`src/rtl/raster_scan_gen.sv`:
```
// Raster scan generator: latches one screen-space triangle, clips its bounding
// box to the screen and walks the box row-major at one pixel per cycle,
// honouring a downstream stall without skipping or repeating pixels.
module raster_scan_gen #(
  parameter int SCREEN_W = 320,
  parameter int SCREEN_H = 240
) (
  input  logic               i_clk,
  input  logic               i_rst,
  input  logic               i_tri_valid,
  output logic               o_tri_ready,
  input  logic signed [15:0] i_x0,
  input  logic signed [15:0] i_y0,
  input  logic signed [15:0] i_x1,
  input  logic signed [15:0] i_y1,
  input  logic signed [15:0] i_x2,
  input  logic signed [15:0] i_y2,
  input  logic               i_stall,
  output logic signed [15:0] o_x0,
  output logic signed [15:0] o_y0,
  output logic signed [15:0] o_x1,
  output logic signed [15:0] o_y1,
  output logic signed [15:0] o_x2,
  output logic signed [15:0] o_y2,
  output logic signed [15:0] o_p_x,
  output logic signed [15:0] o_p_y,
  output logic               o_valid,
  output logic               o_last,
  output logic               o_done,
  output logic               o_busy
);

  typedef enum logic [1:0] {
    IDLE  = 2'd0,
    SETUP = 2'd1,
    SCAN  = 2'd2
  } state_t;

  localparam logic signed [15:0] X_LAST = 16'(SCREEN_W - 1);
  localparam logic signed [15:0] Y_LAST = 16'(SCREEN_H - 1);

  state_t             state_r;
  logic signed [15:0] xmin_r, xmax_r, ymin_r, ymax_r;
  logic signed [15:0] cx_r, cy_r;

  logic signed [15:0] bx_min_s, bx_max_s, by_min_s, by_max_s;
  logic               box_ok_s;
  logic               at_xmax_s;
  logic               at_last_s;

  // Compares are purely signed relational tests, so any S16 vertex is safe.
  function automatic logic signed [15:0] smin2(input logic signed [15:0] a,
                                               input logic signed [15:0] b);
    return (a < b) ? a : b;
  endfunction

  function automatic logic signed [15:0] smax2(input logic signed [15:0] a,
                                               input logic signed [15:0] b);
    return (a > b) ? a : b;
  endfunction

  assign o_tri_ready = (state_r == IDLE);
  assign o_busy      = (state_r != IDLE);

  // Clipped bounding box of the latched vertices, consumed during SETUP.
  always_comb begin
    bx_min_s = smax2(smin2(smin2(o_x0, o_x1), o_x2), 16'sd0);
    bx_max_s = smin2(smax2(smax2(o_x0, o_x1), o_x2), X_LAST);
    by_min_s = smax2(smin2(smin2(o_y0, o_y1), o_y2), 16'sd0);
    by_max_s = smin2(smax2(smax2(o_y0, o_y1), o_y2), Y_LAST);
    box_ok_s = (bx_min_s <= bx_max_s) && (by_min_s <= by_max_s);
  end

  // Cursor position relative to the box corners during SCAN.
  always_comb begin
    at_xmax_s = (cx_r == xmax_r);
    at_last_s = at_xmax_s && (cy_r == ymax_r);
  end

  // Control FSM with registered pixel, qualifier and vertex outputs.
  always_ff @(posedge i_clk) begin
    if (i_rst) begin
      state_r <= IDLE;
      xmin_r  <= 16'sd0;
      xmax_r  <= 16'sd0;
      ymin_r  <= 16'sd0;
      ymax_r  <= 16'sd0;
      cx_r    <= 16'sd0;
      cy_r    <= 16'sd0;
      o_x0    <= 16'sd0;
      o_y0    <= 16'sd0;
      o_x1    <= 16'sd0;
      o_y1    <= 16'sd0;
      o_x2    <= 16'sd0;
      o_y2    <= 16'sd0;
      o_p_x   <= 16'sd0;
      o_p_y   <= 16'sd0;
      o_valid <= 1'b0;
      o_last  <= 1'b0;
      o_done  <= 1'b0;
    end else begin
      o_done <= 1'b0;
      case (state_r)
        IDLE: begin
          o_valid <= 1'b0;
          o_last  <= 1'b0;
          if (i_tri_valid) begin
            o_x0    <= i_x0;
            o_y0    <= i_y0;
            o_x1    <= i_x1;
            o_y1    <= i_y1;
            o_x2    <= i_x2;
            o_y2    <= i_y2;
            state_r <= SETUP;
          end else begin
            state_r <= IDLE;
          end
        end
        SETUP: begin
          o_valid <= 1'b0;
          o_last  <= 1'b0;
          xmin_r  <= bx_min_s;
          xmax_r  <= bx_max_s;
          ymin_r  <= by_min_s;
          ymax_r  <= by_max_s;
          cx_r    <= bx_min_s;
          cy_r    <= by_min_s;
          if (box_ok_s) begin
            state_r <= SCAN;
          end else begin
            // Entirely off-screen: report completion without any pixels.
            state_r <= IDLE;
            o_done  <= 1'b1;
          end
        end
        SCAN: begin
          if (!i_stall) begin
            o_p_x   <= cx_r;
            o_p_y   <= cy_r;
            o_valid <= 1'b1;
            o_last  <= at_last_s;
            if (at_xmax_s) begin
              cx_r <= xmin_r;
              cy_r <= cy_r + 16'sd1;
            end else begin
              cx_r <= cx_r + 16'sd1;
            end
            if (at_last_s) begin
              state_r <= IDLE;
              o_done  <= 1'b1;
            end else begin
              state_r <= SCAN;
            end
          end else begin
            // Bubble: cursor and pixel registers hold.
            o_valid <= 1'b0;
            o_last  <= 1'b0;
          end
        end
        default: begin
          state_r <= IDLE;
          o_valid <= 1'b0;
          o_last  <= 1'b0;
        end
      endcase
    end
  end

endmodule
```
`config.mk`:
```
export PLATFORM = sky130hd
export DESIGN_NAME = raster_scan_gen
export DESIGN_NICKNAME = d
export VERILOG_FILES = /design/src/rtl/raster_scan_gen.sv
export SDC_FILE = /design/constraint.sdc
export NUM_CORES = 1
export LEC_CHECK = 0
export ABC_CLOCK_PERIOD_IN_PS = 8400
export CAP_MARGIN = 20
export CORE_MARGIN = 1
export CORE_UTILIZATION = 55
export DETAILED_ROUTE_END_ITERATION = 6
export MAX_ROUTING_LAYER = met4
export PLACE_DENSITY = 0.81
export SLEW_MARGIN = 10
export SYNTH_ARGS = -nofsm -noshare
export SYNTH_HDL_FRONTEND = slang
export SYNTH_SLANG_ARGS = --single-unit
```
`constraint.sdc`:
```
create_clock -name i_clk -period 8.4 [get_ports i_clk]
set_clock_uncertainty 0.15 [all_clocks]
set_input_delay 1.68 -clock i_clk [delete_from_list [all_inputs] [get_ports i_clk]]
set_output_delay 1.68 -clock i_clk [all_outputs]
set_load 0.02 [all_outputs]
```
---- Word-level counts from Yosys, hierarchy flattened ----
Index checks and enable logic that the tools add are counted.
word-level totals
  register bits ........................... 213
  bits of input ports ..................... 100
  output and inout bits ................... 133
  logic and storage cells ................. 80
cells by class
  add/subtract/negate cells ............... 2
  order comparisons ....................... 14
  eq/ne operators ......................... 6
  multiplexer cells ....................... 28
  bitwise logic cells ..................... 2
  reductions and logical operators ........ 11
operators by type and width
  cell                     count
  $mux W16                 16
  $gt A16 B16 Y1           4
  $lt A16 B16 Y1           4
  $pmux W16 S2             2
  $add A16 B2 Y16 const B  2
  $eq A16 B16 Y1           2
  $gt A16 B1 Y1 const B    2
  $le A16 B16 Y1           2
  $lt A16 B10 Y1 const B   1
  $lt A16 B9 Y1 const B    1
  $mux W2                  3
  $pmux W2 S3              1
  $reduce_and A2 Y1        3
  $mux W1                  5
  $ne A2 B2 Y1 const B     2
  $reduce_bool A2 Y1       2
  $reduce_and A3 Y1        1
  $reduce_or A3 Y1         1
  $eq A2 B1 Y1 const B     1
  $eq A2 B2 Y1 const B     1
  $logic_and A1 B1 Y1      2
  $logic_not A2 Y1         1
  $not A1 Y1               2
  $pmux W1 S2              1
  $reduce_or A2 Y1         1

---- Longest topological paths before layout ----
  word-level depth ........................ 10
  depth in mapped cells ................... 36
  mapped depth without buffers ............ 31

---- Worst setup path before layout ----
OpenSTA, ideal clock, no wires.
  path type ............................... flip-flop to flip-flop
  from .................................... reg o_x1[13]
  to ...................................... reg state_r[1]
  setup time .............................. 0.058 ns
  data arrival time ....................... 7.206 ns
  data required time ...................... 8.192 ns
  path slack .............................. 0.986 ns
  cell stages (with the launch flop) ...... 35
  buffers on the path ..................... 5
  clock period less this slack ............ 7.414 ns
  path through ............................ dfxtp_1 inv_1 ha_1 a21o_1 a21o_1 a221o_1 or4_1 buf_2 o21a_1 buf_2 buf_6 mux2_4 ha_1 o211a_1 nand2_1 a211oi_1 nor2_1 a21oi_1 clkbuf_1 and4b_1 nor3_1 o21ai_0 ha_1 clkbuf_1 a211oi_1 ha_1 nor2b_1 o21a_1 o21a_1 o21a_1 o21ai_0 a21oi_1 nor3_1 a2bb2oi_1 a31o_2
on the way
  cells in the longest elaborated chain, start to end .. 10
  elaborated cells on any way between the ends .. 16
  classes of those cells .................. order compare: 7; mux: 8; reduce/logical: 1
ends and longest elaborated chain
  what                                              RTL line  RTL
  start: declaration                                21        output logic signed [15:0] o_x1,
  start signal: assignment                          110       o_x1 <= i_x1;
  $lt A16 B16 Y1 or $gt A16 B16 Y1 (tied branches)  54, 59
  $mux W16 (on tied branches)                       54, 59
  $lt A16 B16 Y1 or $gt A16 B16 Y1 (tied branches)  54, 59
  $mux W16 (on tied branches)                       54, 59
  $gt A16 B1 Y1 or $lt A16 B10 Y1 (tied branches)   59, 54
  $mux W16 (on tied branches)                       59, 54
  $le A16 B16 Y1 *                                  71        box_ok_s = (bx_min_s <= bx_max_s) && (by_min_s <= by_max_s);
  $logic_and A1 B1 Y1 *                             71
  $mux W2 *                                         128       if (box_ok_s) begin
  $pmux W2 S3 *                                     103       case (state_r)
  end signal: assignment                            114       state_r <= SETUP;
  end signal: assignment                            129       state_r <= SCAN;
  end signal: assignment                            132       state_r <= IDLE;
  end: declaration                                  42        state_t state_r;
Every way passes the cells marked *; elsewhere a longest branch is shown, timed or not.
A chain may end at the register's enable or synchronous reset.

---- Worst setup path in the final report ----
  from .................................... reg o_y0[15]
  to ...................................... reg state_r[1]
on the way
  cells in the longest elaborated chain, start to end .. 10
  elaborated cells on any way between the ends .. 16
  classes of those cells .................. order compare: 7; mux: 8; reduce/logical: 1
ends and longest elaborated chain
  what                                              RTL line  RTL
  start: declaration                                20        output logic signed [15:0] o_y0,
  start signal: assignment                          109       o_y0 <= i_y0;
  $lt A16 B16 Y1 or $gt A16 B16 Y1 (tied branches)  54, 59
  $mux W16 (on tied branches)                       54, 59
  $lt A16 B16 Y1 or $gt A16 B16 Y1 (tied branches)  54, 59
  $mux W16 (on tied branches)                       54, 59
  $gt A16 B1 Y1 or $lt A16 B9 Y1 (tied branches)    59, 54
  $mux W16 (on tied branches)                       59, 54
  $le A16 B16 Y1 *                                  71
  $logic_and A1 B1 Y1 *                             71
  $mux W2 *                                         128
  $pmux W2 S3 *                                     103
Marks and branches as above.

==> impl_metrics.ini <==
[global_routing]
grt.total_usage_pct = 36.24
grt_antenna_before_repair = 1
grt_remaining_overflow = 0
first_pass_grt_wire_length_microns = 73780
maximum_number_of_pins_on_one_net_before_global_route_repair = 139
via_count_of_the_first_global_routing_pass = 13600

[timing]
final-max-slew-violation-count = 0
layout_worst_path_cycle_share_pct = 92.15
final_period_minus_worst_setup_slack_ns = 7.741
max_slew_margin_pct = 27.62
tightest_slew_ns = 1.078
timing.setup.tns_ns = 0
setup_violations = 0
setup_repair_after_global_routing_missed_its_margin = false
finalHoldViolCount = 0
fmax_mhz = 129.2

[power_and_ir_drop]
p_per_area_nw_per_um2 = 440.7
vdd.ir_drop.worst_mv = 0.3024
leakagePower_nw = 6.765

[setup_path]
critPathRequiredTime_ns = 8.73
cp-start-kind = register
timing.rr.start = o_y0[15]
critical-path-slowest-cell = sky130_fd_sc_hd__a211oi_2
critPathTopFamily = compound AO/OA/AOI/OAI gates
setup.worst_path.end_class = register
cpPeakStageDelay_ns = 0.51
flop_to_flop_setup_slack_ns = 0.66
timing.critical_path.mode_cell = sky130_fd_sc_hd__ha_1
setup.worst_path.class = register to register
peak_fanout_along_the_critical_path = 23
rr_endpoint = state_r[1]
reg2reg_path_depth = 28
crit_buf_inv = 1
timing.critical_path.arrival_ns = 8.07

[cts]
clock_tree_from_tritoncts = yes
htree_levels = 1
cts.reportedPaths.clkPinSlew_ns = 0.06
ctsRootBufferMaster = sky130_fd_sc_hd__clkbuf_16
buffer_levels_on_the_longest_clock_path = 3
tritoncts_num_sinks = 213
clk_latency_ns = 0.54
cts-buffers-inserted = 24
postCtsHoldBufs = 0
post-cts-setup-buffer-count = 0
cts_resized = 0

[detailed_routing]
detailed_route_vias_per_instance = 6.069
ant_nets = 0
routed_wirelength_microns = 46360
drc = 0
wire_per_inst_microns = 19.69
routed-via-count = 14290
number_of_drc_markers_after_the_initial_detailed_route_iteration = 1310
number_of_detailed_routing_iterations_run_before_antenna_repair = 5

[die]
floorplan.die.height_microns = 161.4
chipWidth_microns = 161.4
core-area_sq_um = 24600
initial_utilization_pct = 56.82
pin_count = 233
num_rows = 57
dieArea_sq_um = 26060

[placement]
port_bufs = 232
gp_congestion = 0.9789
dp_cells = 2311
placement.cell_area_sq_um = 16460
detailedPlacementHpwl_microns = 34500

[cells_and_area]
area_growth_syn_to_layout_pct = 23.53
final_layout_size_suffix_gt1_share_pct = 6.552
finalInstanceArea_sq_um = 17270
layoutNonFillerInstCount = 2355
design.final.nets = 2247

[yosys]
synth.lib_cells_used.distinct = 73
synth-warning-count = 0
synth-main-ff-cell = sky130_fd_sc_hd__dfxtp_1
synth.avg_cell_area_sq_um = 7.590
summed_instance_area_of_the_synthesized_netlist_sq_um = 13980
yosys_register_bits = 213
yosysSeqAreaShare_pct = 30.50
mapped_nets = 2076
syn_inst = 1842
asyncSetResetFlopFracSynth_pct = 0
synth_edf_count = 0

[worst_hold_path]
worst_hold_path_type = register to register
timing.hold.worst.start = o_p_y[5]
cell_depth_of_the_worst_min_delay_path = 2
hold-path-endpoint = o_p_y[5]

[status]
outcome = finished clean

[job]
maxCapViolations = 0
==> metrics by stage <==
stage	hold slack, ns	worst slack (ns)	utilization [%]	power (mW)
2_1_floorplan	0.3041	0.9861	-	4.991
3_3_place_gp	0.2911	0.9998	66.91	6.327
3_5_place_dp	0.2972	0.7618	66.91	6.422
4_1_cts	0.3055	0.7086	70.18	7.521
5_1_grt	0.3232	0.1813	70.19	8.194
6_report	0.3013	0.6591	70.19	7.610
==> where the power goes <==
part	switching (mW)	internal, mW	total (mW)	leakage (nW)
combinational	3.09	1.95	5.04	4.64
clock	0.441	0.634	1.08	0.391
sequential	0.288	1.20	1.49	1.74
total	3.82	3.79	7.61	6.76
==> Yosys cell counts (all sizes together) (3+ instances only) <==
cell / number / area, sq um
and2: 6 / 37.54
mux2i: 21 / 210.2
a211o: 6 / 52.55
nor3: 41 / 205.2
inv: 101 / 379.1
o32ai: 9 / 78.83
xnor2: 40 / 350.3
o21a: 14 / 105.1
o31ai: 5 / 42.54
ha: 134 / 1677
clkbuf: 84 / 315.3
nor2b: 18 / 112.6
nor4: 23 / 143.9
nand2: 361 / 1355
or4: 4 / 30.03
a22oi: 3 / 22.52
xor2: 7 / 61.31
mux2: 28 / 326.6
a31o: 3 / 26.28
or3: 6 / 37.54
a31oi: 16 / 106.4
o211ai: 6 / 45.04
a21oi: 199 / 996.0
a311oi: 7 / 61.31
a32o: 5 / 50.05
or2: 15 / 93.84
a221oi: 3 / 26.28
a41oi: 3 / 26.28
a211oi: 35 / 275.3
nand2b: 17 / 106.4
nand3: 52 / 260.3
buf: 28 / 155.1
a2111oi: 5 / 82.58
dfxtp: 213 / 4264
nand4: 36 / 225.2
o31a: 5 / 43.79
o21ai: 117 / 623.1
nor2: 72 / 270.3
and3: 21 / 131.4
a21o: 38 / 285.3
o22ai: 7 / 43.79
==> routing by layer <==
metal  up-vias  routed length, microns  track usage, %  share of wire [%]
li1       6861                       -               -                  -
met2       682                   20230           54.92                 44
met4         0                     871           8.148                1.9
met1      6674                   20800           49.81                 45
met3        75                    4465           6.728                9.6
met5         -                       0               -                  0
==> worst register-to-register path, delay by kind of cell, from the launching register on <==
kind                     cells  cell delay (ns)
adder cells (fa/ha/maj)      4             1.54
flip-flops                   1             0.44
AO/OA/AOI/OAI               16             3.63
buffers and inverters        1             0.35
AND/OR/NAND/NOR              7             1.58
==> registers in the layout (all words and copies together) (netlist names) <==
name / cells
o_valid: 1
cy_r: 16
o_x0: 16
cx_r: 16
o_last: 1
o_p_y: 16
o_x1: 16
xmin_r: 16
xmax_r: 16
state_r: 2
o_done: 1
o_x2: 16
o_y1: 16
o_y2: 16
o_p_x: 16
o_y0: 16
ymax_r: 16
==> layout make-up <==
| cell class | count | area [sq um] |
|---|---|---|
| Antenna cell | 1 | 2.502 |
| Clock buffer | 35 | 691.9 |
| Clock inverter | 8 | 111.4 |
| Fill cell | 2079 | 7335 |
| Inverter | 102 | 382.9 |
| Multi-Input combinational cell | 1415 | 8901 |
| Sequential cell | 213 | 4264 |
| Tap cell | 324 | 405.4 |
| Timing Repair Buffer | 257 | 2511 |
==> worst max path at each step <==
| stage | cells after the start | end | slack [ns] | start |
|---|---|---|---|---|
| finish | 28 | state_r[1] | 0.66 | o_y0[15] |
| global route | 28 | state_r[1] | 0.18 | o_y0[15] |
| CTS | 30 | state_r[1] | 0.71 | o_x1[1] |
| detailed placement | 32 | o_done | 0.76 | o_x1[1] |
| global placement | 30 | state_r[1] | 1.0 | o_x1[1] |
| floorplan | 34 | state_r[1] | 0.99 | o_x1[13] |
==> cells by family (layout without fill, tap and decap cells) <==
logic type                 count (synthesis)  count (layout)  share of synthesized area [%]
AOI/OAI and AO/OA                        504             504                          22.57
other                                      1               2                        0.02682
buffers and inverters                    214             402                          6.103
DFF                                      213             213                          30.50
xor gates and xnor gates                  47              47                          2.944
and+or+nand+nor                          680             680                          22.02
muxes                                     49              49                          3.839
adders and majority gates                134             134                          11.99
==> placed cells by master, fill, tap and decap left out, types with 40 or more instances in the layout <==
cell type / n
sky130_fd_sc_hd__nand3_1: 52
sky130_fd_sc_hd__a21oi_1: 198
sky130_fd_sc_hd__nand2_1: 360
sky130_fd_sc_hd__nor2_1: 71
sky130_fd_sc_hd__dfxtp_1: 213
sky130_fd_sc_hd__inv_1: 101
sky130_fd_sc_hd__clkdlybuf4s50_1: 231
sky130_fd_sc_hd__o21ai_0: 103
sky130_fd_sc_hd__nor3_1: 40
sky130_fd_sc_hd__ha_1: 134
sky130_fd_sc_hd__xnor2_1: 40
Power figures use the tool's default switching activity.
